## config.mk

```make
export PLATFORM = sky130hd
export DESIGN_NAME = afifo_rd_unpack
export DESIGN_NICKNAME = d
export VERILOG_FILES = /design/src/rtl/afifo_pkg.sv /design/src/rtl/afifo_word_buf.sv /design/src/rtl/afifo_rd_unpack.sv
export SDC_FILE = /design/constraint.sdc
export NUM_CORES = 1
export LEC_CHECK = 0
export CAP_MARGIN = 20
export CORE_MARGIN = 5
export CORE_UTILIZATION = 54
export CTS_CLUSTER_SIZE = 30
export DETAILED_ROUTE_END_ITERATION = 10
export GPL_TIMING_DRIVEN = 0
export PLACE_DENSITY = 0.84
export SETUP_SLACK_MARGIN = 0.05
export SYNTH_ARGS = -nofsm -noshare
export SYNTH_HDL_FRONTEND = slang
export SYNTH_SLANG_ARGS = --single-unit
```

## constraint.sdc

```tcl
create_clock -name rdclk -period 6.41 [get_ports rdclk]
set_clock_uncertainty 0.15 [all_clocks]
set_input_delay 1.282 -clock rdclk [delete_from_list [all_inputs] [get_ports rdclk]]
set_output_delay 1.282 -clock rdclk [all_outputs]
set_load 0.005 [all_outputs]
```

## src/rtl/afifo_pkg.sv

```systemverilog
// Shared widths and lane-index sizing for the async FIFO read-side unpacker.
package afifo_pkg;

    localparam int DEF_IN_WIDTH  = 64;
    localparam int DEF_OUT_WIDTH = 16;

    function automatic int clog2_min1(input int n);
        return (n <= 2) ? 1 : $clog2(n);
    endfunction

    // Lane index is wide enough for RATIO lanes, but never zero bits wide.
    function automatic int lane_idx_width(input int in_w, input int out_w);
        return clog2_min1(in_w / out_w);
    endfunction

endpackage

```

## src/rtl/afifo_word_buf.sv

```systemverilog
// Two-entry word store that absorbs the FIFO read latency; head is the oldest word.
module afifo_word_buf
    import afifo_pkg::*;
#(
    parameter int WIDTH = DEF_IN_WIDTH
) (
    input  logic             rdclk,
    input  logic             rdrstn,
    input  logic             push,
    input  logic [WIDTH-1:0] push_data,
    input  logic             pop,
    output logic [1:0]       cnt,
    output logic [WIDTH-1:0] head
);

    logic [WIDTH-1:0] mem [2];
    logic             wr_ptr;
    logic             rd_ptr;

    always_ff @(posedge rdclk) begin
        if (!rdrstn) begin
            mem[0] <= '0;
            mem[1] <= '0;
            wr_ptr <= 1'b0;
            rd_ptr <= 1'b0;
            cnt    <= 2'd0;
        end else begin
            if (push) begin
                mem[wr_ptr] <= push_data;
                wr_ptr      <= ~wr_ptr;
            end
            if (pop) begin
                rd_ptr <= ~rd_ptr;
            end
            case ({push, pop})
                2'b10:   cnt <= cnt + 2'd1;
                2'b01:   cnt <= cnt - 2'd1;
                default: cnt <= cnt;
            endcase
        end
    end

    assign head = mem[rd_ptr];

    // The requester never lets a word arrive with nowhere to go.
    a_no_overflow: assert property (@(posedge rdclk) disable iff (!rdrstn)
        !(push && !pop && (cnt == 2'd2)));
    a_no_underflow: assert property (@(posedge rdclk) disable iff (!rdrstn)
        !(pop && (cnt == 2'd0)));

endmodule

```

## src/rtl/afifo_rd_unpack.sv

```systemverilog
// Async FIFO read-side consumer: requests words and streams them out as OUT_WIDTH lanes.
// Define AFIFO_UNPACK_MSB_FIRST_EN to send the most significant lane of each word first.
module afifo_rd_unpack
    import afifo_pkg::*;
#(
    parameter int IN_WIDTH  = DEF_IN_WIDTH,
    parameter int OUT_WIDTH = DEF_OUT_WIDTH,
    parameter int BUF_DEPTH = 2,
    localparam int RATIO    = IN_WIDTH / OUT_WIDTH,
    localparam int LIW      = lane_idx_width(IN_WIDTH, OUT_WIDTH)
) (
    input  logic                 rdclk,
    input  logic                 rdrstn,
    output logic                 fifo_rdreq,
    input  logic [IN_WIDTH-1:0]  fifo_rddata,
    input  logic                 fifo_rdempty,
    output logic                 out_valid,
    input  logic                 out_ready,
    output logic [OUT_WIDTH-1:0] out_data,
    output logic                 out_last,
    output logic [LIW-1:0]       lane_idx
);

    if (BUF_DEPTH != 2) begin : g_bad_depth
        $error("afifo_rd_unpack: BUF_DEPTH must be 2");
    end
    if ((RATIO < 1) || ((RATIO & (RATIO - 1)) != 0) || (RATIO * OUT_WIDTH != IN_WIDTH)) begin : g_bad_ratio
        $error("afifo_rd_unpack: IN_WIDTH/OUT_WIDTH must be a power of two");
    end

    logic                 inflight;
    logic [1:0]           buf_cnt;
    logic [IN_WIDTH-1:0]  head;
    logic                 acc;
    logic                 xfer;
    logic                 pop_word;
    logic [LIW-1:0]       lane_sel;
    logic [OUT_WIDTH-1:0] lanes [RATIO];

    afifo_word_buf #(
        .WIDTH (IN_WIDTH)
    ) u_buf (
        .rdclk     (rdclk),
        .rdrstn    (rdrstn),
        .push      (inflight),
        .push_data (fifo_rddata),
        .pop       (pop_word),
        .cnt       (buf_cnt),
        .head      (head)
    );

    for (genvar g = 0; g < RATIO; g++) begin : g_lane
        assign lanes[g] = head[g*OUT_WIDTH +: OUT_WIDTH];
    end

    assign out_valid = (buf_cnt != 2'd0);
    assign out_last  = (lane_idx == LIW'(RATIO - 1));
    assign xfer      = out_valid & out_ready;
    assign pop_word  = xfer & out_last;

    // Combinational from out_ready: a word leaving this cycle frees a slot for the next read.
    assign fifo_rdreq = rdrstn & (((3'(buf_cnt) + 3'(inflight)) < 3'd2) | pop_word);
    assign acc        = fifo_rdreq & ~fifo_rdempty;

`ifdef AFIFO_UNPACK_MSB_FIRST_EN
    assign lane_sel = LIW'(RATIO - 1) - lane_idx;
`else
    assign lane_sel = lane_idx;
`endif

    assign out_data = lanes[lane_sel];

    always_ff @(posedge rdclk) begin
        if (!rdrstn) begin
            inflight <= 1'b0;
            lane_idx <= '0;
        end else begin
            inflight <= acc;
            if (xfer) begin
                lane_idx <= out_last ? '0 : lane_idx + 1'b1;
            end
        end
    end

endmodule

```

==> summary.txt, run 1 <==
Placed design
  • I/O Buffers: 88
  • Setup Slack @ Placement: 1940 ps
  • Area after DPL: 7280 um^2
  • Dpl hpwl: 8900 um
  • Placer Congestion: 0.773

Cells and area
  • Antenna diodes: 0
  • Commonest cells after routing, fill and taps aside: 130 x and2_1, 128 x edfxtp_1, 88 x clkdlybuf4s50_1, 28 x mux4_1, 21 x clkbuf_1
  • Layout cells sized above 1: 12.0%
  • Most common cell after layout, fill and taps aside: and2_1
  • Area delta synth->final: 27.9%
  • Final Cell Area: 7870 um^2
  • Final #Nets: 547
  • FILL cells: 738

Synth
  • Avg Cell Area, Syn: 16.7 um^2
  • Sequential-to-total area share from yosys stat: 65.1%
  • Yosys Warn Count: 0
  • Mapped Nets: 438
  • Cells after Synth: 368
  • Yosys cell types: 24
  • Synthesized flop and latch total: 136
  • Synth Cell Area: 6150 um^2

Pwr
  • Leak: 0.00295 uW
  • Worst vdd ir: 0.231 mV
  • PD cells: 280 nW/um^2

Timing
  • Final cycle utilization of the critical path: 69.7%
  • Final Hold Vio Count: 0
  • Tmin final: 4470 ps
  • Max Clk Rate: 224 MHz
  • RSZ-0062 raised after global routing: no
  • Final setup viols: 0
  • Rel. slew slack: 39.5%
  • Final Max Tran Viols: 0
  • Final setup margin: 1940 ps
  • Fin Setup TNS: 0 ps
  • Worst-margin pin slew: 907 ps

Global route
  • Tot GR Track Use: 21.3%
  • Gr ovfl total: 0
  • Largest net degree at the start of global routing: 65
  • Initial antenna violation count: 0
  • Vias in the first global route: 3,861
  • Global-route wire length before repair: 20,300 um

Routing
  • Remaining antenna violation count: 0
  • # DRC: 0
  • DRT iter0 DRCs: 289
  • Drt total wl: 13,200 um
  • Drt pass-1 iters: 4
  • Via-per-instance ratio: 5.53
  • Drt wl/cell: 20.9 um
  • Via Count: 3,503

Clocking
  • Clock sinks: 136
  • H-tree depth: 4
  • Setup Fix Bufs, Post-CTS: 0
  • Number of buffers created by CTS: 17
  • Hold-fix buffers, CTS: 0
  • Root Driver: clkbuf_16
  • TritonCTS clock tree: yes
  • CTS clk-pin slew, worst paths: 60 ps
  • Post_cts resized: 0
  • Clk_lat worst skew: 420 ps
  • CTS max path bufs: 2

Critical path
  • CP Class: in2out
  • Critical Path RT: 4980 ps
  • Nature of the critical path endpoint: output pin
  • Crit path DAT: 3030 ps
  • Most frequent CP cell: clkdlybuf4s50_1
  • Startpoint Class: input port
  • Critical path, cell by cell: clkdlybuf4s50_1, clkbuf_1, a21boi_0, clkdlybuf4s50_1
  • Crit path max fanout: 10
  • Slowest-stage cell, CP: clkdlybuf4s50_1
  • Critical Path Max Stage Delay: 540 ps

Floorplan
  • Rows: 39
  • Initial Util: 54.6%
  • Die ar.: 13,600 um^2
  • I/O pin cnt: 89
  • Core Region: 11,300 um^2
  • Die Ht: 117 um
  • Die X: 117 um

Flow run
  • Max cap viols: 0

Min path
  • Worst hold-check path type: reg2reg

Run status
  • Status: finished, final reports clean
power breakdown:
| part | switching, uW | internal [uW] |
|---|---|---|
| combinational | 81.2 | 109 |
| sequential | 14.8 | 1030 |
| clock | 364 | 609 |
state kept, by name, summed over array words and instances (netlist names), named ones only:
register      flops
inflight          1
lane_idx          2
u_buf.cnt         2
u_buf.mem       128
u_buf.rd_ptr      1
u_buf.wr_ptr      1
worst paths after layout:
check / start / endpoint / slack, ps / depth (start not counted)
max: rdrstn / fifo_rdreq / 1940 / 4
min: u_buf.rd_ptr / flop / 360 / 2
max reg2reg: u_buf.wr_ptr / u_buf.mem[1][22] / 3890 / 3
min reg2reg: u_buf.rd_ptr / flop / 360 / 2
metal layers:
metal  track usage (%)  wire (um)
met5                 0          0
met4              9.25        321
met3              7.56       1010
met2              34.7       6760
met1              25.9       5110
cells by family after synthesis:
logic type               share of synthesized area, %
buffers and inverters                            2.05
XOR/XNOR                                        0.427
flip-flops                                       65.1
AND/OR/NAND/NOR                                  14.4
adder cells (fa/ha/maj)                         0.407
multiplexers                                     16.8
AO/OA/AOI/OAI                                   0.732
metrics by stage:
| stage | hold slack (ps) | util (%) | std cells | total power (uW) |
|---|---|---|---|---|
| after floorplan | 302 | - | 368 | 1140 |
| after global placement | 308 | 64.0 | 599 | 1250 |
| after detailed placement | 343 | 64.6 | 601 | 1250 |
| after CTS | 347 | 69.8 | 633 | 2220 |
| after global routing | 411 | 69.8 | 633 | 2280 |
| final | 359 | 69.8 | 633 | 2210 |
synthesized netlist by cell type, drive strengths merged:
cell type	instances	area [um^2]
and2	130	813
edfxtp	128	3840
mux4	32	826
clkbuf	18	67.6
mux2	16	180
dfxtp	8	160
buf	6	55.1
nand2	4	15.0
a21boi	3	22.5
mux2i	3	30.0
nor2b	3	18.8
o21ai	3	15.0
ha	2	25.0
nand2b	2	12.5
or3	2	12.5
xnor2	2	17.5
a21o	1	7.51
and3	1	6.26
inv	1	3.75
nor2	1	3.75
or2	1	6.26
xor2	1	8.76
area by class of cell:
type / count / area [um^2] / share of cell area (%)
Clock buffer: 20 / 437 / 5.55
Sequential cell: 136 / 4000 / 50.9
Buffer: 24 / 123 / 1.56
Timing Repair Buffer: 90 / 928 / 11.8
Inverter: 1 / 3.75 / 0.0477
Clock inverter: 12 / 151 / 1.92
Tap cell: 143 / 179 / 2.27
Multi-Input combinational cell: 207 / 2040 / 25.9
critical path, delay by kind of cell:
| kind | cells | cell delay (ps) |
|---|---|---|
| buffers and inverters | 3 | 1480 |
| AOI/OAI and AO/OA | 1 | 270 |
Note: power is estimated with default switching activity, not from simulation.
==> run 2: changes to the inputs <==
CORE_UTILIZATION = 49   (was 54)
PLACE_DENSITY = 0.81   (was 0.84)
clock period = 3.92 ns   (was 6.41 ns; I/O delays follow)
==> summary.txt, run 2 (synthesis results as in run 1) <==
Critical path
  • Flop-to-flop setup slack: 1470 ps (-2420 ps)
  • Crit path max fanout: 10 (unchanged)
  • Critical path, cell by cell: buf_2, clkbuf_1, mux4_1, mux2_2, clkdlybuf4s50_1
  • Critical path's top delay family: buffers and inverters
  • Reg2reg start: u_buf.wr_ptr
  • Critical Path RT: 2990 ps (-1990 ps)
  • Crit path DAT: 2820 ps (-210 ps)
  • CP Class: reg2out
  • Crit path buf inv count: 3 (unchanged)
  • Worst r2r path cells: 3 (unchanged)
  • Critical Path Max Stage Delay: 590 ps (+50 ps)
  • RR Endpoint: u_buf.mem[1][23]
  • Nature of the critical path endpoint: output pin
  • Slowest-stage cell, CP: clkbuf_1
  • Startpoint Class: flop

Cells and area
  • Layout cells sized above 1: 11.4% (-0.64 points)
  • Commonest cells after routing, fill and taps aside: 130 x and2_1, 128 x edfxtp_1, 88 x clkdlybuf4s50_1, 28 x mux4_1, 26 x clkbuf_1
  • Max reg flops: 128 (unchanged)
  • Final #Nets: 548 (+0.18%)
  • Antenna diodes: 0 (unchanged)
  • Most common cell after layout, fill and taps aside: and2_1
  • Largest register by flop count: u_buf.mem
  • Largest registers: u_buf.mem (128), lane_idx (2), u_buf.cnt (2)
  • Area delta synth->final: 28.4%

Timing
  • Final setup viols: 0 (unchanged)
  • Final Hold Vio Count: 0 (unchanged)
  • Tmin final: 3750 ps
  • Rel. slew slack: 37.7% (-1.9 points)
  • RSZ-0062 raised after global routing: no
  • Final cycle utilization of the critical path: 95.7%
  • Max Clk Rate: 267 MHz
  • Worst-margin pin slew: 935 ps (+28.3 ps)
  • Final setup margin: 169 ps (-1780 ps)
  • Final Max Tran Viols: 0 (unchanged)
  • WHS: 385 ps (+26.4 ps)

Routing
  • Drt pass-1 iters: 4 (unchanged)
  • Remaining antenna violation count: 0 (unchanged)
  • Drt wl/cell: 20.9 um (+0.13%)
  • # DRC: 0 (unchanged)
  • Via Count: 3,501 (-0.057%)
  • Via-per-instance ratio: 5.28 (-4.6%)
  • Drt total wl: 13,800 um (+4.9%)
  • DRT iter0 DRCs: 241 (-17%)

Floorplan
  • I/O pin cnt: 89 (unchanged)
  • Core Region: 12,500 um^2 (+11%)
  • Die Ht: 122 um (+4.6%)
  • Die ar.: 14,900 um^2 (+9.3%)
  • Rows: 41 (+5.1%)
  • Die X: 122 um (+4.6%)
  • Initial Util: 49.3% (-5.2 points)

Pwr
  • Sw power: 720 uW (+56%)
  • Worst vdd ir: 0.282 mV (+22%)
  • PD cells: 445 nW/um^2 (+59%)
  • Internal Power: 2800 uW (+60%)
  • Reg power frac: 48.4% (+1.2 points)
  • Clk pwr share: 42.4% (-1.7 points)
  • Leak: 0.00296 uW (+0.40%)
  • Sw Share: 20.5% (-0.40 points)
  • Combinational power share: 9.2% (+0.6 points)

Clocking
  • Number of buffers created by CTS: 17 (unchanged)
  • Setup Fix Bufs, Post-CTS: 0 (unchanged)
  • Clk_lat worst skew: 410 ps (about the same)
  • CTS clk-pin slew, worst paths: 60 ps (about the same)
  • Root Driver: clkbuf_16
  • Post_cts resized: 0 (unchanged)
  • Clock sinks: 136 (unchanged)
  • H-tree depth: 4 (unchanged)
  • Hold-fix buffers, CTS: 0 (unchanged)
  • CTS max path bufs: 2 (unchanged)
  • TritonCTS clock tree: yes

Min path
  • Hold depth: 2 (unchanged)
  • Hold wc startpoint: u_buf.rd_ptr
  • Worst hold-check path type: reg2reg

Placed design
  • I/O Buffers: 88 (unchanged)
  • Setup Slack @ Placement: 420 ps (-1520 ps)
  • Placer Congestion: 0.775 (+0.30%)
  • Dpl hpwl: 9520 um (+7.0%)

Global route
  • Global-route wire length before repair: 21,200 um (+4.5%)
  • Initial antenna violation count: 0 (unchanged)
  • Vias in the first global route: 3,810 (-1.3%)
  • Largest net degree at the start of global routing: 65 (unchanged)
  • Gr ovfl total: 0 (unchanged)
  • Tot GR Track Use: 19.8% (-1.5 points)

Flow run
  • Max cap viols: 0 (unchanged)

Run status
  • Status: finished, final reports clean
[run 2: cell types whose count changed in the layout (fill, tap and decap cells not counted)]
cell	previous run	this run
clkinv_4	1	0
clkinv_1	1	0
inv_6	1	0
clkinvlp_4	4	0
clkbuf_1	21	26
bufinv_16	3	0
clkbuf_16	17	19
buf_16	1	2
clkbuf_8	0	3
[run 2: power by group through the flow]
stage | Sequential, uW | Clock [uW] | Combinational [uW]
finish | 1700 | 1490 | 322
global route | 1710 | 1560 | 343
CTS | 1700 | 1500 | 326
detailed placement | 1730 | 0 | 323
global placement | 1730 | 0 | 297
floorplan | 1730 | 0 | 135
[run 2: through the flow]
stage / cell area [um^2] / power, uW / utilization [%] / setup TNS [ps] / std cells
detailed placement: 7340 / 2060 / 58.9 / 0 / 631
CTS: 7900 / 3530 / 63.4 / 0 / 663
global route: 7900 / 3620 / 63.4 / 0 / 663
floorplan: 6150 / 1860 / - / 0 / 368
finish: 7900 / 3520 / 63.4 / 0 / 663
global placement: 7250 / 2030 / 58.2 / -62040 / 628
[run 2: final cells by class]
cell class,count,area (um^2)
well taps,172,215
multi-input cells,207,2040
plain buffers,24,123
inverters,1,3.75
fillers,896,4570
repair buffers,91,956
flip-flops and latches,136,4000
clock buffers,30,547
clock inverters,2,10.0
[run 2: worst reg2reg max path, stage by stage, from the launching register on]
cell,delay (ps)
dfxtp_1,430
and3_1,210
clkbuf_1,400
nand2b_4,820
[run 2: how the worst max path moves through the flow]
| stage | start | endpoint | slack [ps] | depth (start not counted) |
|---|---|---|---|---|
| after CTS | lane_idx[0] | out_data[2] | 160 | 5 |
| after floorplan | rdrstn | u_buf.mem[1][0] | 560 | 3 |
| after global routing | lane_idx[0] | out_data[2] | 60 | 5 |
| after global placement | rdrstn | u_buf.mem[1][25] | -970 | 4 |
| final | lane_idx[0] | out_data[2] | 170 | 5 |
| after detailed placement | rdrstn | fifo_rdreq | 420 | 4 |
[run 2: per-layer routing]
layer  part of all wire (%)  track usage (%)
met5                      0                0
met4                    2.3             7.84
met3                    5.7             5.52
met2                     51             32.3
met1                     41             25.2
==> RTL change, RTL diff (flow settings as in run 2) <==
Change the package constant `DEF_IN_WIDTH` from 64 to 32.
--- a/src/rtl/afifo_pkg.sv
+++ b/src/rtl/afifo_pkg.sv
@@ -1,7 +1,7 @@
 // Shared widths and lane-index sizing for the async FIFO read-side unpacker.
 package afifo_pkg;
 
-    localparam int DEF_IN_WIDTH  = 64;
+    localparam int DEF_IN_WIDTH  = 32;
     localparam int DEF_OUT_WIDTH = 16;
 
     function automatic int clog2_min1(input int n);
Interface: changed (resized fifo_rddata and lane_idx); port bits go from 89 to 56. No check against the original RTL was run, so the function may have changed too.
==> RTL change against run 2 <==
  * Sequential power shrank 48%
  * Worst setup slack gained 450 ps
  * Wire length down 58%
  * Power decreased by 54%
  * Count of clock-buffer cells in the layout is 20 lower
  * Largest power group unchanged
  * Final area down 50%
  * Area after synthesis shrank 50%
  * First-iteration DRC count is 62% lower
  * Sequential cell count shrank 65
  * Largest cell class unchanged
==> RTL change: results (changes against run 2) <==
| Metric | Value |
|---|---|
| Design area | `3930 sq um (-50%)` |
| CTS Buf Count | `9 (-8)` |
| Pre-CTS WS | `637 ps (+217 ps)` |
| Hold Worst Slack | `395 ps (+10.0 ps)` |
| Non-clk buf share | `0.164 (+0.0272)` |
| CP startpoint | `rdrstn` |
| Worst EP arrival | `2370 ps (-450 ps)` |
| First-pass GRT wire length | `9.04 mm (-57%)` |
| Worst path max stage delay | `510 ps (-80 ps)` |
| Slowest CP cell | `clkdlybuf4s50_1` |
| IO Port Bufs | `55 (-38%)` |
| Placed insts | `321 (-49%)` |
| Number of multi-input logic gates | `106 (-49%)` |
| Comb. pwr | `197 uW (-39%)` |
| Outcome | `finished, final reports clean` |
| # H-tree levels | `3 (-1)` |
| Setup slack, reg-to-reg | `1920 ps (+450 ps)` |
| DP HPWL | `4.00 mm (-58%)` |
| Average wire per standard cell | `17.1 um (-18%)` |
| R2R depth | `2 (-1)` |
| Reg2reg end | `u_buf.mem[1][25]$_SDFFCE_PN0P_` |
| Mapped Nets | `227 (-48%)` |
| Clock group total power | `546 uW (-63%)` |
| Max IR drop VDD | `0.221 mV (-22%)` |
| Hold path startpoint | `u_buf.cnt[1]$_SDFFE_PN0P_` |
| Cell Count, Final, Fillers Out | `337 (-49%)` |
| Register area | `2060 sq um (-48%)` |
| Gr usage total | `0.161 (-0.0373)` |
| 1st-iter DRT viols | `92 (-62%)` |
| FILL cells | `445 (-50%)` |
| Vias in the first global route | `1846 (-52%)` |
| CTS root buf | `clkbuf_8` |
| Average size of a mapped cell | `16.2 sq um (-3.4%)` |
| CLK BUF | `10 (-67%)` |
| Largest net degree at the start of global routing | `33 (-49%)` |
| Placer's final routability congestion estimate | `0.683 (-12%)` |
| Biggest regs | `u_buf.mem: 64 flops, u_buf.cnt: 2 flops` |
| Tcrit/Tclk final | `0.842 (-0.115)` |
| Layout cell share with drive strength beyond 1 | `0.141 (+0.0272)` |
RTL change: changes by cell type in the layout (fill, tap and decap cells not counted), sizes merged, moves of 16 or more:
| cell | run 2 | this run |
|---|---|---|
| clkbuf | 48 | 17 |
| mux2 | 16 | 0 |
| mux4 | 32 | 16 |
| edfxtp | 128 | 64 |
| and2 | 130 | 67 |
| clkdlybuf4s50 | 88 | 55 |
RTL change: routing by layer:
layer	share of wire	global-route usage	wire length (um)	vias up
met3	0.055	0.0313	319	9
met5	0	0	0	-
li1	-	-	-	831
met2	0.54	0.277	3100	47
met1	0.39	0.192	2250	856
met4	0.015	0.0812	89	0
RTL change: kinds of logic after synthesis:
kind of cell	count (synthesis)	synth area share
AOI/OAI and AO/OA	7	0.0139
and+or+nand+nor	77	0.156
adders and majority gates	1	0.00408
buffers and inverters	13	0.0228
xor gates and xnor gates	5	0.0143
DFF	71	0.672
muxes	16	0.117
RTL change: tightest hold or removal path: stages (launching register included):
cell and delay, ps:
dfxtp_1 350, o21ai_0 90, a21boi_1 70
